**src/rtl/demux_npu.sv**
```systemverilog
// Buffered one-to-N demultiplexer: one valid/ready flit stream fanned out to N ports, each behind a 2-entry FIFO.
// Optional `DEMUX_NPU_DEST_CHECK_EN drops non-one-hot destinations and raises a sticky o_error.
module demux_npu #(
  parameter int N     = 4,
  parameter int WIDTH = 32
) (
  input  logic               clk,
  input  logic               reset_n,
  input  logic               i_valid,
  input  logic [N-1:0]       i_dest,
  input  logic [WIDTH-1:0]   i_data,
  output logic               o_ready,
  output logic [N-1:0]       o_valid,
  output logic [N*WIDTH-1:0] o_data,
  input  logic [N-1:0]       i_port_ready,
  output logic               o_error
);

  localparam int IW = $clog2(N);

  logic [1:0]       cnt  [N];
  logic             wptr [N];
  logic             rptr [N];
  logic [WIDTH-1:0] mem  [N][2];

  logic [IW-1:0] tgt;
  logic          drop;
  logic          push;
  logic [N-1:0]  pop;

  // Last set bit wins, so multi-hot destinations resolve to the MSB.
  always_comb begin
    tgt = '0;
    for (int k = 0; k < N; k++) begin
      if (i_dest[k]) tgt = IW'(k);
    end
  end

`ifdef DEMUX_NPU_DEST_CHECK_EN
  assign drop = !$onehot(i_dest);
`else
  assign drop = (i_dest == '0);
`endif

  assign o_ready = drop || (cnt[tgt] != 2'd2);
  assign push    = i_valid && o_ready && !drop;

  always_comb begin
    pop = '0;
    for (int k = 0; k < N; k++) begin
      o_valid[k]                  = (cnt[k] != 2'd0);
      o_data[k*WIDTH +: WIDTH]    = mem[k][rptr[k]];
      pop[k]                      = o_valid[k] && i_port_ready[k];
    end
  end

  always_ff @(posedge clk or negedge reset_n) begin
    if (!reset_n) begin
      for (int k = 0; k < N; k++) begin
        cnt[k]  <= 2'd0;
        wptr[k] <= 1'b0;
        rptr[k] <= 1'b0;
      end
    end else begin
      for (int k = 0; k < N; k++) begin
        if (push && (tgt == IW'(k)) && !pop[k]) cnt[k] <= cnt[k] + 2'd1;
        else if (pop[k] && !(push && (tgt == IW'(k)))) cnt[k] <= cnt[k] - 2'd1;
        if (push && (tgt == IW'(k))) wptr[k] <= ~wptr[k];
        if (pop[k]) rptr[k] <= ~rptr[k];
      end
    end
  end

  // Flit storage carries no reset; occupancy alone decides what is valid.
  always_ff @(posedge clk) begin
    if (push) mem[tgt][wptr[tgt]] <= i_data;
  end

`ifdef DEMUX_NPU_DEST_CHECK_EN
  always_ff @(posedge clk or negedge reset_n) begin
    if (!reset_n)              o_error <= 1'b0;
    else if (i_valid && drop)  o_error <= 1'b1;
  end
`else
  assign o_error = 1'b0;
`endif

endmodule

```
**config.mk**
```make
export PLATFORM = sky130hd
export DESIGN_NAME = demux_npu
export DESIGN_NICKNAME = d
export VERILOG_FILES = /design/src/rtl/demux_npu.sv
export SDC_FILE = /design/constraint.sdc
export NUM_CORES = 1
export LEC_CHECK = 0
export BUFFER_PORTS_ARGS = -buffer_cell sky130_fd_sc_hd__buf_4
export CORE_MARGIN = 10
export CORE_UTILIZATION = 56
export DETAILED_ROUTE_END_ITERATION = 12
export GPL_ROUTABILITY_DRIVEN = 0
export PLACE_DENSITY = 0.82
export SETUP_SLACK_MARGIN = 0.02
export SYNTH_ARGS = -nofsm -noshare
export SYNTH_HDL_FRONTEND = slang
export SYNTH_SLANG_ARGS = --single-unit
```
**constraint.sdc**
```tcl
create_clock -name clk -period 4.65 [get_ports clk]
set_input_delay 0 -clock clk [delete_from_list [all_inputs] [get_ports clk]]
set_output_delay 0 -clock clk [all_outputs]
set_load 0.1 [all_outputs]
```
==> run summary <==
Hold_buf cts: 40
Critical path's top delay family: simple AND/OR/NAND/NOR gates
Xor and xnor fraction of the mapped netlist area: 1.564%
I/O pin total: 177
Mapped Area: 10080 um^2
First-pass GRT wire length: 33660 um
CP Capture Type: flop
Wirelength, routed: 22050 um
Max transition margin: 28.18%
Die ar.: 23770 um^2
Crit path cell chain: dlygate4sd3_1, buf_4, nor4b_1, nand3_1, nor2_4
Syn_nets: 534
Routed len/inst: 22.90 um
Die Ht: 154.2 um
Avg Cell Area, Syn: 20.70 um^2
Post-synthesis sequential area ratio: 80.24%
Routed vias/inst: 5.346
Fillers: 1029
Total negative slack: 0 ns
Largest family of logic cells by synthesized area: multiplexers
Maximum cell stage delay along the critical path: 0.91 ns
Setup bufs post-CTS: 0
Number of global-route vias before repair: 5735
Overall routing resource usage: 18.10%
CTS clk-pin slew, worst paths: 0.06 ns
Clk_skew: 0.009860 ns
Synth Area in Compound Gates: 0.2483%
TritonCTS clock tree: yes
CP required: 4.78 ns
Core Box Area: 17840 um^2
Final setup viols: 0
Max cap viols: 0
CP Buf/Inv Count: 2
Sink Count: 272
DRT antenna net count: 0
Minimum clock period: 2.384 ns
Post-CTS Resized: 0
Crit Path Category: in -> reg
CP Max Fanout: 32
Sink of the worst hold path: wptr[3]
Post-Syn Instances: 487
Period utilisation layout: 51.26%
Clk buf depth: 3
CTS Buf Count: 26
Hold violation count in the final report: 0
DP HPWL: 13730 um
FF-to-FF setup slack: 2.36 ns
Unrepaired setup endpoints after global routing: no
FF+latch count, synth: 272
TritonRoute pass-1 iters: 4
Ys Warns: 0
DRC violations left: 0
Largest net degree at the start of global routing: 34
Syn-to-layout area delta: 27.86%
F_max: 419.5 MHz
Actual slew at the worst max-slew pin: 1.075 ns
Area share of fa/ha/maj cells after synthesis: 0.4965%
Via count: 5148
Synth unique cells: 25
R2R cell count: 4
DRT iter0 DRCs: 357
# rows: 49
Mux share of post-synthesis cell area: 14.60%
# nets final: 761
Slowest CP cell: nor2_4
CP Data Arrival Time: 2.52 ns
Worst r2r dst: mem[2][5]
Initial antenna violation count: 1
Initial Util: 56.50%
Share of post-route cells with drive strength above 1: 49.11%
CTS root buffer: clkbuf_16
Reg-to-reg critical path startpoint: wptr[3]
Status: completed
Post-synthesis simple-gate area fraction: 1.775%
HP Class: in -> reg
Port bufs: 175
Clk_lat worst skew: 0.52 ns
Slew Limit Fails: 0
GRT overflow: 0
Crit start category: input pin
Die Span X: 154.2 um
Hold wc startpoint: i_dest[2]
Hold depth: 4
Htree depth: 1
-- synth_stat cells, drive strengths merged --
master  number  area share [%]
and2         3            0.19
or2          4            0.25
nor2         8            0.30
conb         1           0.037
nand3        2           0.099
nand2b       5            0.31
ha           4            0.50
a222oi       1           0.099
xnor2       10            0.87
and3         1           0.062
nand4        1           0.062
mux2i        3            0.30
a311oi       1           0.087
inv          8            0.30
mux2       128              14
o22ai        1           0.062
nand2        4            0.15
xor2         8            0.70
nor4b        2            0.17
nor2b        3            0.19
edfxtp     256              76
buf          7            0.37
dfrtp       16             4.0
clkbuf      10            0.37
-- cell usage in the layout, fill, tap and decap left out --
cell type        n
a222oi_1         1
a311oi_1         1
and2_2           3
and3_1           1
buf_4          176
bufinv_16        2
clkbuf_1         2
clkbuf_16       27
clkinv_1         5
clkinv_2         9
clkinvlp_4       1
conb_1           1
dfrtp_1         12
dfrtp_2          4
diode_2          1
dlygate4sd3_1   40
edfxtp_1       256
ha_1             4
inv_1            8
inv_8            1
mux2_2         128
mux2i_1          3
nand2_1          4
nand2b_1         5
nand3_1          2
nand4_1          1
nor2_1           5
nor2_4           3
nor2b_1          1
nor2b_4          2
nor4b_1          2
o22ai_1          1
or2_2            4
xnor2_1         10
xor2_1           8
-- logic make-up after synthesis --
kind of cell / count (synthesis)
xor gates and xnor gates: 18
and+or+nand+nor: 33
DFF: 272
muxes: 131
AOI/OAI and AO/OA: 3
buffers and inverters: 25
adders and majority gates: 4
other: 1
-- cell type report --
| cell class | count | area, um^2 | share of cell area (%) |
|---|---|---|---|
| inverter | 8 | 30.03 | 0.2330 |
| clock buffer | 29 | 683.2 | 5.301 |
| timing repair buffer | 216 | 1722 | 13.36 |
| clock inverter | 18 | 142.6 | 1.107 |
| tap | 229 | 286.5 | 2.223 |
| multi-input combinational | 190 | 1928 | 14.96 |
| sequential | 272 | 8093 | 62.80 |
| antenna | 1 | 2.502 | 0.01942 |
-- worst max-delay path by stage --
stage,cells past startpoint,start,to
CTS,5,i_dest[3],mem[0][48]
floorplan,3,wptr[3],mem[2][0]
global placement,4,wptr[3],mem[2][8]
detailed placement,4,wptr[3],mem[2][9]
finish,5,i_dest[3],mem[0][37]
global route,5,i_dest[3],mem[0][37]
-- worst register-to-register path, delay by kind of cell, from the launching register on --
family	cells	cell delay, ns
simple gates	1	0.84
buf+inv	1	0.25
compound gates	1	0.31
mux	1	0.10
flops	1	0.39
-- state kept, by name, indices dropped and copies added, names as in the netlist --
register  count
cnt           8
mem         256
wptr          4
rptr          4
-- metrics by stage --
stage                     hold slack (ns)  utilization (%)  setup slack (ns)  instances  cell area, um^2
final                             0.04900            72.24             2.266        963            12890
after global routing              0.06744            72.24             2.060        963            12890
after floorplan                   -0.2956                -             1.694        487            10080
after detailed placement          -0.1307            65.35             2.347        875            11660
after global placement            -0.1336            65.35             2.429        875            11660
after CTS                         0.03355            72.22             2.277        962            12880
-- per-layer routing --
layer | global-route usage [%] | wire length (um) | part of all wire [%]
met5 | 0 | 0 | 0
met4 | 5.263 | 397 | 1.8
met3 | 4.909 | 1693 | 7.7
met2 | 29.97 | 10890 | 49
met1 | 22.89 | 9072 | 41
Power is not shown: default switching activity piles up to over one toggle a cycle in this logic, so the estimate is an artifact.
